$ cat src/rtl/imem_loader_pkg.sv
// imem_loader_pkg
// Shared definitions for the boot-time instruction-memory loader:
//   - state_t         : loader FSM states
//   - BYTES_PER_WORD  : stream bytes packed into one instruction word
//   - LEN_BYTES       : bytes in the big-endian frame length field
//   - takes_bytes()   : true in states where the stream is consumed
package imem_loader_pkg;

  localparam int BYTES_PER_WORD = 4;
  localparam int LEN_BYTES      = 2;

  typedef enum logic [2:0] {
    LEN_HI,
    LEN_LO,
    DATA,
    CSUM,
    DONE,
    ERR
  } state_t;

  function automatic logic takes_bytes(input state_t s);
    return (s == LEN_HI) || (s == LEN_LO) || (s == DATA) || (s == CSUM);
  endfunction

endpackage

$ cat src/rtl/imem_loader_if.sv
// imem_loader_if
// Byte-stream valid/ready channel feeding the loader.
//   in_data  : stream byte
//   in_valid : in_data is valid (driven by the source)
//   in_ready : loader accepts a byte this cycle (driven by the loader)
// Modports: master = byte source, slave = loader.
interface imem_loader_if;
  logic [7:0] in_data;
  logic       in_valid;
  logic       in_ready;

  modport master (output in_data, output in_valid, input in_ready);
  modport slave  (input in_data, input in_valid, output in_ready);
endinterface

$ cat src/rtl/imem_loader_word_packer.sv
// word_packer
// Packs bytes MSB-first into 32-bit words.
//   clk, reset : clock, asynchronous active-low reset
//   clear      : synchronous clear of the partial word and byte phase
//   shift_en   : a byte is being consumed this cycle
//   byte_in    : the byte being consumed
//   word_valid : this cycle's byte completes a word
//   word       : completed word (valid together with word_valid)
module word_packer
  import imem_loader_pkg::*;
(
  input  logic        clk,
  input  logic        reset,
  input  logic        clear,
  input  logic        shift_en,
  input  logic [7:0]  byte_in,
  output logic        word_valid,
  output logic [31:0] word
);

  // Only the first three bytes need storage; the fourth is taken
  // straight from byte_in so the word is available in the same cycle.
  logic [23:0] shift_reg;
  logic [1:0]  phase_reg;

  always_ff @(posedge clk or negedge reset) begin
    if (!reset) begin
      shift_reg <= '0;
      phase_reg <= '0;
    end else if (clear) begin
      shift_reg <= '0;
      phase_reg <= '0;
    end else if (shift_en) begin
      shift_reg <= {shift_reg[15:0], byte_in};
      phase_reg <= phase_reg + 2'd1;
    end
  end

  assign word_valid = shift_en && (phase_reg == 2'(BYTES_PER_WORD - 1));
  assign word       = {shift_reg, byte_in};

endmodule

$ cat src/rtl/imem_loader.sv
// imem_loader
// Boot loader: receives a framed byte stream (LEN_HI, LEN_LO, N*4 payload
// bytes, CSUM = XOR of all preceding bytes), writes big-endian words into
// the instruction memory and holds the core in reset until the image is
// complete and its checksum verified. DONE and ERR are sticky until start.
//   clk        : system clock, rising edge
//   reset      : asynchronous active-low reset
//   start      : one-cycle pulse that aborts any load and restarts framing
//   stream     : byte stream (slave side of imem_loader_if)
//   imem_we    : registered write strobe, one cycle per word
//   imem_addr  : registered word index, held between writes
//   imem_data  : registered word, held between writes
//   cpu_reset  : active-high core reset, low only when DONE
//   done       : image loaded and verified
//   error      : length overflow or checksum mismatch
module imem_loader
  import imem_loader_pkg::*;
#(
  parameter int IMEM_WORDS = 256,
  parameter int ADDR_W     = $clog2(IMEM_WORDS)
) (
  input  logic              clk,
  input  logic              reset,
  input  logic              start,
  imem_loader_if.slave      stream,
  output logic              imem_we,
  output logic [ADDR_W-1:0] imem_addr,
  output logic [31:0]       imem_data,
  output logic              cpu_reset,
  output logic              done,
  output logic              error
);

  // One extra bit so a full IMEM_WORDS image never wraps the counter.
  localparam int CNT_W = ADDR_W + 1;
  localparam int LEN_W = LEN_BYTES * 8;

  state_t            state_reg, state_next;
  logic [7:0]        len_hi_reg;
  logic [LEN_W-1:0]  len_reg;
  logic [CNT_W-1:0]  word_cnt_reg;
  logic [7:0]        xor_reg;
  logic              we_reg;
  logic [ADDR_W-1:0] addr_reg;
  logic [31:0]       data_reg;

  logic              accept;
  logic [LEN_W-1:0]  len_word;
  logic              last_word;
  logic              word_valid;
  logic [31:0]       word;

  assign stream.in_ready = takes_bytes(state_reg) && !start;
  assign accept          = stream.in_valid && stream.in_ready;

  // Full length as seen while LEN_LO is on the bus.
  assign len_word  = {len_hi_reg, stream.in_data};
  assign last_word = (LEN_W'(word_cnt_reg) + LEN_W'(1)) == len_reg;

  word_packer u_packer (
    .clk        (clk),
    .reset      (reset),
    .clear      (start),
    .shift_en   (accept && (state_reg == DATA)),
    .byte_in    (stream.in_data),
    .word_valid (word_valid),
    .word       (word)
  );

  always_ff @(posedge clk or negedge reset) begin
    if (!reset) begin
      state_reg <= LEN_HI;
    end else begin
      state_reg <= state_next;
    end
  end

  always_comb begin
    state_next = state_reg;
    cpu_reset  = 1'b1;
    done       = 1'b0;
    error      = 1'b0;

    if (start) begin
      state_next = LEN_HI;
    end else if (accept) begin
      case (state_reg)
        LEN_HI: state_next = LEN_LO;
        LEN_LO: begin
          if (32'(len_word) > IMEM_WORDS) state_next = ERR;
          else if (len_word == '0)        state_next = CSUM;
          else                            state_next = DATA;
        end
        DATA:   if (word_valid && last_word) state_next = CSUM;
        CSUM:   state_next = (stream.in_data == xor_reg) ? DONE : ERR;
        default: ;
      endcase
    end

    case (state_reg)
      DONE: begin
        cpu_reset = 1'b0;
        done      = 1'b1;
      end
      ERR:  error = 1'b1;
      default: ;
    endcase
  end

  always_ff @(posedge clk or negedge reset) begin
    if (!reset) begin
      len_hi_reg   <= '0;
      len_reg      <= '0;
      word_cnt_reg <= '0;
      xor_reg      <= '0;
      we_reg       <= 1'b0;
      addr_reg     <= '0;
      data_reg     <= '0;
    end else begin
      we_reg <= 1'b0;
      if (start) begin
        word_cnt_reg <= '0;
        xor_reg      <= '0;
      end else if (accept) begin
        // The CSUM byte itself is compared, never folded in.
        if (state_reg != CSUM) xor_reg <= xor_reg ^ stream.in_data;
        case (state_reg)
          LEN_HI: len_hi_reg <= stream.in_data;
          LEN_LO: len_reg    <= len_word;
          DATA: begin
            if (word_valid) begin
              we_reg       <= 1'b1;
              addr_reg     <= word_cnt_reg[ADDR_W-1:0];
              data_reg     <= word;
              word_cnt_reg <= word_cnt_reg + CNT_W'(1);
            end
          end
          default: ;
        endcase
      end
    end
  end

  assign imem_we   = we_reg;
  assign imem_addr = addr_reg;
  assign imem_data = data_reg;

endmodule

$ cat src/flat_wrapper.sv
// flat-port wrapper written by rule: the top's interface ports become plain ports
module imem_loader_flat import imem_loader_pkg::*;
#(
  parameter int IMEM_WORDS = 256,
  parameter int ADDR_W     = $clog2(IMEM_WORDS)
)
  (clk, reset, start, imem_we, imem_addr, imem_data, cpu_reset, done, error, stream_in_data, stream_in_valid, stream_in_ready);
  imem_loader_if stream_i ();
  input  logic clk;
  input  logic reset;
  input  logic start;
  output logic imem_we;
  output logic [ADDR_W-1:0] imem_addr;
  output logic [31:0] imem_data;
  output logic cpu_reset;
  output logic done;
  output logic error;
  input wire logic [$bits(stream_i.in_data)-1:0] stream_in_data;
  input wire logic [$bits(stream_i.in_valid)-1:0] stream_in_valid;
  output wire logic [$bits(stream_i.in_ready)-1:0] stream_in_ready;
  assign stream_i.in_data = stream_in_data;
  assign stream_i.in_valid = stream_in_valid;
  assign stream_in_ready = stream_i.in_ready;
  imem_loader #(.IMEM_WORDS(IMEM_WORDS), .ADDR_W(ADDR_W)) u_core (.clk(clk), .reset(reset), .start(start), .stream(stream_i), .imem_we(imem_we), .imem_addr(imem_addr), .imem_data(imem_data), .cpu_reset(cpu_reset), .done(done), .error(error));
endmodule
$ cat config.mk
export PLATFORM = sky130hd
export DESIGN_NAME = imem_loader_flat
export DESIGN_NICKNAME = d
export VERILOG_FILES = /design/src/rtl/imem_loader_pkg.sv /design/src/rtl/imem_loader_if.sv /design/src/rtl/imem_loader_word_packer.sv /design/src/rtl/imem_loader.sv /design/src/flat_wrapper.sv
export SDC_FILE = /design/constraint.sdc
export NUM_CORES = 1
export LEC_CHECK = 0
export ABC_AREA = 1
export CORE_ASPECT_RATIO = 0.75
export CORE_MARGIN = 8
export CORE_UTILIZATION = 48
export CTS_BUF_LIST = sky130_fd_sc_hd__clkbuf_2
export CTS_CLUSTER_SIZE = 24
export DETAILED_ROUTE_END_ITERATION = 16
export PLACE_DENSITY = 0.7
export SYNTH_ARGS = -nofsm -noshare
export SYNTH_HDL_FRONTEND = slang
export SYNTH_HIERARCHICAL = 1
export SYNTH_SLANG_ARGS = --single-unit
$ cat constraint.sdc
create_clock -name clk -period 4.75 [get_ports clk]
set_input_delay 1.1875 -clock clk [delete_from_list [all_inputs] [get_ports clk]]
set_output_delay 1.1875 -clock clk [all_outputs]
set_load 0.02 [all_outputs]
==> metrics.csv, run 1 <==
metric,value,unit
syn_area,5130,µm²
crit_path_end_kind,primary output,
fp-row-count,32,
path_class,input port to primary output,
fin_area,5800,µm²
worstMarginPinSlew,1.05,ns
fmax,258,MHz
hpwl,7.82,mm
largest_reg_flops,32,
crit_end,stream_in_ready,
register_area,2780,µm²
tns,0,ns
max_cap_viol_count,0,
cts_root_buf,clkbuf_2,
cts_resized,0,
cts_tree,yes,
place_area,5690,µm²
drive_gt1_share,9.81,%
cts_max_level,3,
cts_sinks,111,
reg2reg_from,u_core/state_reg[2],
crit_path_max_incr_delay,0.63,ns
grt_overflow,0,
numPortBuffers,56,
syn_to_final_growth,13.1,%
die_h,106,µm
dieArea,14300,µm²
ys_seq_area_share,54.2,%
synth-warning-count,6,
critPathBufInv,2,
start_util,49.6,%
synthesis.nets,608,
stdcell_count,778,
dp.cells,762,
drt_first_pass_iters,5,
period_share,81.5,%
die_w,135,µm
coreArea,10300,µm²
cp.depth,3,
grt_use_total,16.4,%
cts_buffer_depth,2,
slowest_stage,clkdlybuf4s50_1,
multiInputGateArea,1980,µm²
max-slew-margin-rel,29.8,%
clk_latency,0.59,ns
arrival,2.68,ns
required,3.56,ns
final_hold_viol_count,0,
grt_max_degree,85,
reg2reg_slack,2.58,ns
wire_per_inst,14.4,µm
cp_max_fo,7,
min_period,3.87,ns
nNetsFinal,651,
synthCells,594,
cts_made_buffers,9,
io_pins,57,
wl,11.2,mm
critPathLaunch,start,
drt_iter0_markers,347,
ant_nets,0,
drc,0,
path_delay_family,buffers and inverters,
power.leakage,2.94,nW
status,finished clean,
rr_worst_depth,9,
routabilityCongestion,0.856,
synth_seq_cells,111,
grt_pass1_vias,3959,
cts_setup_buffers,0,
cp_common_cell,clkdlybuf4s50_1,
ys_types,30,
final_core_util,56.1,%
drv_slew,0,
skew,0.0278,ns
grt_pass1_wl,19.3,mm
rsz0062_at_grt,no,
r2r-end,u_core/word_cnt_reg[8],
ctsHoldBuffers,0,
clkSlewWorstSetupHoldPaths,0.27,ns
diodes,0,
setup_viol,0,
antenna_found_initial,0,
synth_area_per_cell,8.63,µm²
min-delay-path-class,flop to flop,
num_vias,3998,
power.density,322,nW/µm²
peakVddDrop,0.000180,V
crit_chain,"clkdlybuf4s50_1, nor2_2, clkdlybuf4s50_1",
vias_per_cell,5.14,
num-fill-cells,954,
start_kind,input port,
==> where the power goes <==
part	switching (mW)	leakage (nW)	internal [mW]
combinational	0.193	1.35	0.120
clock	0.303	0.0714	0.123
sequential	0.0777	1.51	1.05
==> worst min-delay path by stage <==
stage                                             start                            end  slack (ns)  cells past startpoint
final                     u_core/u_packer/shift_reg[22]           u_core/imem_data[30]        0.51                      2
after global routing      u_core/u_packer/shift_reg[22]           u_core/imem_data[30]        0.51                      2
after CTS                 u_core/u_packer/shift_reg[16]  u_core/u_packer/shift_reg[16]        0.51                      2
after detailed placement  u_core/u_packer/shift_reg[16]  u_core/u_packer/shift_reg[16]        0.46                      2
after global placement    u_core/u_packer/shift_reg[16]  u_core/u_packer/shift_reg[16]        0.46                      2
after floorplan           u_core/u_packer/shift_reg[16]           u_core/imem_data[24]        0.44                      2
==> kinds of logic after synthesis <==
kind of cell               count (synthesis)  share of synthesized area [%]
AOI/OAI and AO/OA                         47                           4.81
xor gates and xnor gates                   8                           1.37
and+or+nand+nor                          352                           31.5
muxes                                      2                          0.439
adders and majority gates                  2                          0.488
DFF                                      111                           54.2
buffers and inverters                     72                           7.27
==> synthesized netlist by cell type, drive strengths merged <==
cell type	n	area [µm²]
buf	24	190
nand3b	5	37.5
nor2	28	149
inv	42	160
o21ai	37	185
dfrtp	111	2780
mux2	2	22.5
nand3	60	410
o21a	1	7.51
o22ai	7	43.8
nand4	6	43.8
xor2	6	52.6
nand2	251	962
xnor2	2	17.5
ha	2	25.0
nor3	2	10.0
clkinv	1	3.75
clkbuf	5	18.8
a21oi	2	10.0
==> worst register-to-register path: stages (launching register included) <==
cell	delay [ns]
dfrtp_1	0.50
nor2_2	0.07
nand2_1	0.18
nor2_4	0.08
nand2_1	0.06
inv_1	0.05
nand2_2	0.07
buf_4	0.47
nand2_1	0.42
o21ai_0	0.24
==> layout by cell type (no fill, tap or decap), drive strengths merged <==
| master | count |
|---|---|
| nand4 | 6 |
| o22ai | 7 |
| clkinv | 5 |
| mux2 | 2 |
| o21a | 1 |
| clkdlybuf4s50 | 55 |
| a21oi | 2 |
| xor2 | 6 |
| buf | 6 |
| xnor2 | 2 |
| ha | 2 |
| clkbuf | 10 |
| dfrtp | 111 |
| o21ai | 37 |
| nor2 | 28 |
| nand2 | 251 |
| nor3 | 2 |
| inv | 43 |
| nand3b | 5 |
| bufinv | 1 |
| nand3 | 60 |
==> through the flow <==
| step | setup WS, ns | power (mW) | hold WS (ns) |
|---|---|---|---|
| floorplan | 1.71 | 1.35 | 0.442 |
| global placement | 0.862 | 1.44 | 0.456 |
| detailed placement | 0.858 | 1.46 | 0.460 |
| CTS | 0.856 | 1.88 | 0.515 |
| global route | 0.817 | 1.98 | 0.512 |
| finish | 0.878 | 1.87 | 0.505 |
==> area by class of cell <==
cell class                 instances  share of cell area, %
sequential                       111                   47.9
multi-input combinational        411                   34.2
timing repair buffer              61                   10.3
tap                              136                   2.93
inverter                          43                   2.83
clock inverter                     6                   1.04
clock buffer                      10                  0.863
==> layer usage <==
layer	GRT usage [%]	share of wire [%]	vias to the layer above
met2	25.5	44	92
met1	22.7	48	1932
li1	-	-	1967
met5	0	0	-
met3	4.32	6.7	7
met4	3.32	0.81	0
No activity file was read; power rests on OpenSTA's default activity.
==> run 2: changes to the inputs <==
==> constraint.sdc (replaced) <==
create_clock -name clk -period 3.95 [get_ports clk]
set_input_delay 0.9875 -clock clk [delete_from_list [all_inputs] [get_ports clk]]
set_output_delay 0.9875 -clock clk [all_outputs]
set_load 0.02 [all_outputs]
==> run 2 against run 1 <==
Final cell count rose by 0.13%. Critical path depth did not move. Non-clock buffer count rose by 1. Final area barely moved. Combinational power rose by 20%. Largest cell class unchanged. Highest routed layer unchanged.
==> metrics.csv, run 2 (same netlist as run 1, synthesis figures left out) <==
metric,value,unit,change
antenna_found_initial,0,,unchanged
clkSlewWorstSetupHoldPaths,0.30,ns,+0.03 ns
cp_max_fo,3,,-4
numPortBuffers,56,,unchanged
cts_max_level,3,,unchanged
wire_per_inst,14.3,µm,-0.46%
grt_max_degree,77,,-9.4%
status,finished clean,,
wl_met3,755,µm,+1.3%
arrival,2.23,ns,-0.45 ns
cts_buffer_depth,2,,unchanged
grt_overflow,0,,unchanged
cts_setup_buffers,0,,unchanged
final_hold_viol_count,0,,unchanged
required,2.96,ns,-0.60 ns
grt_pass1_wl,19.4,mm,+0.72%
power.density,381,nW/µm²,+18%
routabilityCongestion,0.851,,-0.57%
mostFrequentLayoutCell,nand2_1,,
max-slew-margin-rel,30.6,%,+0.79 points
dieArea,14300,µm²,unchanged
drv_slew,0,,unchanged
ctsHoldBuffers,0,,unchanged
min-delay-path-class,input port to async pin,,
drt_first_pass_iters,5,,unchanged
peakVddDrop,0.000229,V,+27%
grt_pass1_vias,4052,,+2.3%
setup_viol,0,,unchanged
cts_resized,0,,unchanged
io_pins,57,,unchanged
syn_to_final_growth,13.1,%,about the same
final_core_util,56.1,%,about the same
die_w,135,µm,unchanged
skew,0.0247,ns,-0.00316 ns
cts_tree,yes,,
path_class,input port to primary output,,
critPathLaunch,start,,
cts_made_buffers,9,,unchanged
wl,11.2,mm,-0.33%
tns,0,ns,unchanged
max_cap_viol_count,0,,unchanged
vias_per_cell,5.11,,-0.53%
fp-row-count,32,,unchanged
crit_path_end_kind,primary output,,
coreArea,10300,µm²,unchanged
rsz0062_at_grt,no,,
die_h,106,µm,unchanged
drt_iter0_markers,375,,+8.1%
nNetsFinal,652,,+0.15%
min_period,3.21,ns,
grt_use_total,16.6,%,+0.22 points
reg2reg_from,u_core/state_reg[2],,
top_layer,met4,,
wl_met1,5.48,mm,+1.1%
hpwl,7.70,mm,-1.5%
num_vias,3982,,-0.40%
period_share,81.4,%,
worstMarginPinSlew,1.04,ns,-0.0182 ns
largest_reg_flops,32,,unchanged
drc,0,,unchanged
start_util,49.6,%,unchanged
drive_gt1_share,10.3,%,+0.45 points
power.leakage,2.92,nW,-0.41%
ant_nets,0,,unchanged
final_cell_mix,"nand2_1 (243), dfrtp_1 (111), clkdlybuf4s50_1 (55)",,
dr_wl_met2,4.77,mm,-3.3%
start_kind,input port,,
fmax,311,MHz,
cts_root_buf,clkbuf_2,,
cts_sinks,111,,unchanged
clk_latency,0.61,ns,+0.02 ns
diodes,0,,unchanged
[run 2: power breakdown]
part	switching, mW	internal (mW)	total (mW)	leakage [nW]
sequential	0.0939	1.26	1.36	1.51
combinational	0.228	0.146	0.374	1.36
clock	0.388	0.0893	0.477	0.0564
total	0.710	1.50	2.21	2.92
[run 2: path summary, 6_finish.rpt]
| kind | cells past startpoint | slack, ns | to |
|---|---|---|---|
| setup / recovery | 3 | 0.74 | stream_in_ready |
| max in group asynchronous | 2 | 2.67 | u_core/imem_data[17] |
| hold reg to reg | 2 | 0.51 | u_core/imem_data[28] |
| min in group clk | 2 | 0.51 | u_core/imem_data[28] |
| setup reg to reg | 9 | 1.58 | u_core/word_cnt_reg[0] |
| hold / removal | 1 | 0.47 | u_core/len_reg[9] |
[run 2: stage by stage]
step           worst slack (ns)  cell area [µm²]  std cells  power [mW]  hold WS, ns
5_1_grt                   0.667             5800        779        2.35        0.495
6_report                  0.736             5800        779        2.21        0.474
3_3_place_gp              0.685             5700        763        1.74        0.455
4_1_cts                   0.722             5800        779        2.23        0.479
2_1_floorplan              1.11             5130        594        1.62        0.442
3_5_place_dp              0.517             5700        763        1.75        0.462
[run 2: layout make-up]
| class | count | area [µm²] |
|---|---|---|
| multi-input cells | 411 | 1980 |
| fillers | 965 | 4530 |
| flip-flops and latches | 111 | 2780 |
| well taps | 136 | 170 |
| clock buffers | 9 | 45.0 |
| repair buffers | 62 | 603 |
| clock inverters | 7 | 56.3 |
| inverters | 43 | 164 |
[run 2: critical path, cell delays in order]
cell,delay [ns]
clkdlybuf4s50_1,0.45
nor2_2,0.16
clkdlybuf4s50_1,0.63
[run 2: per-layer routing]
metal / vias up / track usage, %
li1: 1961 / -
met1: 1899 / 22.8
met2: 110 / 25.0
met3: 12 / 4.74
met4: 0 / 4.90
met5: - / 0
==> run 3: changes to the inputs <==
--- a/config.mk
+++ b/config.mk
@@ -12,7 +12,7 @@
 export CTS_BUF_LIST = sky130_fd_sc_hd__clkbuf_2
 export CTS_CLUSTER_SIZE = 24
 export DETAILED_ROUTE_END_ITERATION = 16
-export PLACE_DENSITY = 0.7
+export PLACE_DENSITY = 0.72
 export SYNTH_ARGS = -nofsm -noshare
 export SYNTH_HDL_FRONTEND = slang
 export SYNTH_HIERARCHICAL = 1
==> constraint.sdc (replaced) <==
create_clock -name clk -period 2.9 [get_ports clk]
set_input_delay 0.725 -clock clk [delete_from_list [all_inputs] [get_ports clk]]
set_output_delay 0.725 -clock clk [all_outputs]
set_load 0.02 [all_outputs]
==> run 3 against run 2 <==
Non-clock buffer count up 7. Count of clock-buffer cells in the layout up 2. Power up 39%. First-iteration DRC count down 15%. Critical path depth up 1. Hold slack worse by 0.39 ns. Sequential power up 36%. Die area unchanged. Critical path type is now flop to primary output.
==> metrics.csv, run 3 (same netlist as run 1, synthesis figures left out) <==
metric,value,unit,change
rsz0062_at_grt,no,,
skew,0.0241,ns,-0.000571 ns
place_area,5770,µm²,+1.4%
dp_slack,0.0832,ns,-0.434 ns
cts_tree,yes,,
grt_max_degree,39,,-49%
antenna_found_initial,0,,unchanged
die_w,135,µm,unchanged
die_h,106,µm,unchanged
grt_overflow,0,,unchanged
period_share,92.8,%,
numPortBuffers,56,,unchanged
start_kind,flop,,
wire_per_inst,14.3,µm,-0.22%
drv_slew,0,,unchanged
drt_first_pass_iters,5,,unchanged
cts_resized,0,,unchanged
ant_nets,0,,unchanged
num_vias,3975,,-0.18%
worstMarginPinSlew,0.511,ns,-0.524 ns
cts_buffer_depth,2,,unchanged
diodes,0,,unchanged
setup_viol,0,,unchanged
slowest_stage,clkdlybuf4s50_1,,
hpwl,8.10,mm,+5.2%
mostFrequentLayoutCell,nand2_1,,
cts_setup_buffers,0,,unchanged
start_util,49.6,%,unchanged
cp_max_fo,5,,+2
min_period,2.69,ns,
crit_path_end_kind,primary output,,
max-slew-margin-rel,65.9,%,+35 points
largest_reg_flops,32,,unchanged
arrival,1.96,ns,-0.27 ns
cts_max_level,3,,unchanged
p_total,3.06,mW,+39%
final_hold_viol_count,0,,unchanged
nNetsFinal,659,,+1.1%
worst_slack,0.210,ns,-0.525 ns
path_class,flop to primary output,,
clkSlewWorstSetupHoldPaths,0.26,ns,-0.04 ns
num-fill-cells,930,,-3.6%
fp-row-count,32,,unchanged
peakVddDrop,0.000228,V,-0.28%
fmax,372,MHz,
dieArea,14300,µm²,unchanged
syn_to_final_growth,14.6,%,
required,2.17,ns,-0.79 ns
tns,0,ns,unchanged
vias_per_cell,5.06,,-0.94%
routabilityCongestion,0.897,,+5.4%
status,finished clean,,
drc,0,,unchanged
cts_sinks,111,,unchanged
min-delay-path-class,input port to async pin,,
drt_iter0_markers,320,,-15%
ctsHoldBuffers,0,,unchanged
crit_chain,"nor2_1, nand2_1, inv_1, clkdlybuf4s50_1",,
max_cap_viol_count,0,,unchanged
crit_path_max_incr_delay,0.60,ns,-0.03 ns
cts_root_buf,clkbuf_2,,
whs,0.0870,ns,-0.387 ns
grt_pass1_wl,19.3,mm,-0.36%
fin_area,5880,µm²,+1.4%
grt_use_total,16.6,%,-0.034 points
power.leakage,2.98,nW,+1.8%
grt_pass1_vias,3893,,-3.9%
wl,11.2,mm,+0.55%
final_cell_mix,"nand2_1 (243), dfrtp_1 (111), clkdlybuf4s50_1 (55)",,
drive_gt1_share,11.1,%,+0.83 points
io_pins,57,,unchanged
coreArea,10300,µm²,unchanged
clk_latency,0.57,ns,-0.04 ns
cts_made_buffers,9,,unchanged
power.density,521,nW/µm²,+37%
## run 3: cell type report
type	instances	area (µm²)	share of cell area, %
clock buffers	11	55.1	0.937
clock inverters	4	47.5	0.809
well taps	136	170	2.90
flip-flops and latches	111	2780	47.3
repair buffers	69	681	11.6
inverters	43	164	2.79
multi-input cells	411	1980	33.7
## run 3: report_power, final
| group | total, mW | internal (mW) | leakage, nW | switching, mW |
|---|---|---|---|---|
| combinational | 0.537 | 0.206 | 1.40 | 0.331 |
| sequential | 1.85 | 1.72 | 1.51 | 0.128 |
| clock | 0.675 | 0.198 | 0.0678 | 0.476 |
| total | 3.06 | 2.12 | 2.98 | 0.936 |
## run 3: worst max-delay path: cells and delay by family, from the launching register on
family        cells  cell delay (ns)
flops             1             0.48
simple gates      2             0.27
buf+inv           2             0.66
## run 3: routing by layer
layer  vias up  track usage (%)  wire, µm
met3         7             5.55       852
met1      1872             23.3      5530
met2       119             24.6      4780
li1       1977                -         -
met5         -                0         0
met4         0             3.24        61
## run 3: through the flow
step           std cells  util, %
2_1_floorplan        594        -
3_3_place_gp         770     55.9
3_5_place_dp         770     55.9
4_1_cts              785     56.9
5_1_grt              785     56.9
6_report             785     56.9
## run 3: worst paths after layout
path,slack (ns),endpoint,cells past startpoint,from
max,0.21,done,4,u_core/state_reg[0]
min,0.09,u_core/len_hi_reg[7],1,reset
max reg2reg,0.81,u_core/state_reg[1],16,u_core/state_reg[2]
min reg2reg,0.51,u_core/imem_data[25],2,u_core/u_packer/shift_reg[17]
max in group asynchronous,1.95,u_core/u_packer/shift_reg[17],2,reset
min in group clk,0.51,u_core/imem_data[25],2,u_core/u_packer/shift_reg[17]
==> RTL edit, RTL diff (config.mk and constraints of run 2) <==
Re-encode `state_t` (6 states) as one-hot, 6 bits wide.
--- a/src/rtl/imem_loader_pkg.sv
+++ b/src/rtl/imem_loader_pkg.sv
@@ -9,13 +9,13 @@
   localparam int BYTES_PER_WORD = 4;
   localparam int LEN_BYTES      = 2;
 
-  typedef enum logic [2:0] {
-    LEN_HI,
-    LEN_LO,
-    DATA,
-    CSUM,
-    DONE,
-    ERR
+  typedef enum logic [5:0] {
+    LEN_HI = 6'b000001,
+    LEN_LO = 6'b000010,
+    DATA   = 6'b000100,
+    CSUM   = 6'b001000,
+    DONE   = 6'b010000,
+    ERR    = 6'b100000
   } state_t;
 
   function automatic logic takes_bytes(input state_t s);
Formal check against the unedited RTL: no difference found for any inputs over 4 cycles, from zero or initial values and one cycle with reset low; so few cycles prove little.
==> RTL edit against run 2 <==
  * First-iteration DRC count rose by 9.9%
  * Wire length rose by 6.4%
  * Total power rose by 15%
  * Final area rose by 7.9%
  * Clock power rose by 74%
  * Setup slack got worse by 230 ps
  * Non-clock buffer count fell by 1
  * Clock skew fell by 1.7 ps
  * Die area rose by 5.2%
  * Final cell count rose by 7.7%
  * Area after synthesis rose by 6.0%
  * Sequential cell count rose by 3
  * Register-to-register slack got worse by 280 ps
  * Critical path type is now reg -> out
  * Critical endpoint unchanged
==> RTL edit: results (changes against run 2) <==
[global_routing]
grt_pass1_wl_microns=20110  ; +3.6%
grt_max_degree=68  ; -12%
grt_pass1_vias=4083  ; +0.77%
globalRouteTotalUtil_pct=16.61  ; -0.017 points
grt_antenna_before_repair=1  ; +1

[synthesis]
synthXorXnorAreaFrac_pct=2.186  ; +0.82 points
synthMuxAreaShare_pct=0  ; -0.44 points
synth_adder_area_share_pct=0.4603  ; -0.028 points
synth_top_family_by_area=simple AND/OR/NAND/NOR gates
netlist_top_cells_count=273 x nand2_1, 113 x dfrtp_1, 44 x inv_1, 35 x o21ai_0, 32 x nand3_1
synthTopCellsByArea=dfrtp_1 52%, nand2_1 19%, nand3_2 3.7%
synth_compound_gate_area_share_pct=5.616  ; +0.81 points
avgSynthCellArea_sq_um=8.588  ; -0.51%
ys_seq_area_share_pct=52.50  ; -1.7 points
synth.distinct_cells=35  ; +17%
synth_nets=647  ; +6.4%

[clock_tree]
clk_pin_slew_ps=160  ; -140 ps
clkLatencyLatePin_ps=660  ; +50 ps
htreeDepth=4  ; +1
cts_made_buffers=17  ; +8

[layout]
largest_register_ffs=32  ; unchanged
fin_nets=699  ; +7.2%
drive_gt1_share_pct=12.32  ; +2.1 points
fill_cells=987  ; +2.3%

[outcome]
status=complete, no violations

[setup_path]
r2r_slack_ps=1300  ; -280 ps
reg2reg_depth=10  ; +1
timing.rr.end=u_core/word_cnt_reg[7]
crit_path_max_fanout=8  ; +5

[pwr]
cellLeakagePower_nw=3.139  ; +7.3%
ir_drop_mv=0.1615  ; -29%

[place]
dp_worst_setup_slack_ps=551.6  ; +34.17 ps
dpl.hpwl_microns=8049  ; +4.5%
dp.cells=806  ; +5.6%

[timing]
fin_worst_skew_ps=23.01  ; -1.674 ps
max-slew-margin-rel_pct=43.40  ; +13 points

[drt]
detail_route.wl_per_cell_microns=14.15  ; -1.2%
vias=4221  ; +6.0%
routed_via_density=5.031  ; -1.6%

RTL edit: cell count changes after synthesis, sizes merged, moves of 2 or more:
cell    change
nor4        +2
nand4       +2
o21ai       +8
nand3       -8
or2         +5
mux2        -2
o22ai       -6
nand3b      -4
dfrtp       +2
inv         +5
xnor2       +2
nor3        +2
nand2      +28
RTL edit: worst max-delay path, delay by kind of cell (launching register included):
family | cells | cell delay (ps)
AO/OA/AOI/OAI | 1 | 160
flip-flops | 1 | 450
AND/OR/NAND/NOR | 3 | 500
buffers and inverters | 2 | 690
RTL edit: how the worst max path moves through the flow:
stage,start,to,slack (ps),cells after the start
2_1_floorplan,start,u_core/state_reg[1],1290,18
3_3_place_gp,start,u_core/word_cnt_reg[2],600,11
3_5_place_dp,start,u_core/word_cnt_reg[2],550,11
4_1_cts,u_core/state_reg[4],stream_in_ready,450,6
5_1_grt,u_core/state_reg[0],stream_in_ready,320,7
6_report,u_core/state_reg[4],stream_in_ready,510,6
RTL edit: per-layer routing:
metal,wire length [microns],track usage [%],vias to the layer above
met5,0,0,-
met4,198,7.026,0
met3,807,5.282,16
met2,4945,23.37,122
met1,5922,23.21,1994
li1,-,-,2089
RTL edit: report_power, final:
part | total [W] | switching [W] | internal [W] | leakage, nW
Combinational | 0.000361 | 0.000223 | 0.000138 | 1.45
Sequential | 0.00135 | 0.0000683 | 0.00128 | 1.54
Clock | 0.000832 | 0.000434 | 0.000399 | 0.146
RTL edit: through the flow:
stage / hold slack, ps / total power [W] / instance area, sq um / utilization (%)
5_1_grt: 427.2 / 0.002688 / 6255 / 56.95
6_report: 405.6 / 0.002542 / 6255 / 56.95
3_5_place_dp: 459.7 / 0.001732 / 5996 / 54.59
2_1_floorplan: 442.2 / 0.001621 / 5436 / -
4_1_cts: 408.4 / 0.002562 / 6252 / 56.93
3_3_place_gp: 455.7 / 0.001716 / 5996 / 54.59
RTL edit: cell families (layout without fill, tap and decap cells):
kind of cell / Yosys count / in the layout
flops: 114 / 114
fa+ha+maj: 2 / 2
other cells: 0 / 1
compound gates: 50 / 50
buf+inv: 76 / 141
xor+xnor: 12 / 12
simple gates: 379 / 379
RTL edit: final cells by class:
cell class	count	area, sq um	area share [%]
well taps	140	175.2	2.801
repair buffers	61	608.1	9.722
flip-flops and latches	114	2854	45.63
clock buffers	17	85.08	1.360
diodes	1	2.502	0.04001
clock inverters	15	171.4	2.741
multi-input cells	443	2176	34.79
inverters	48	182.7	2.921
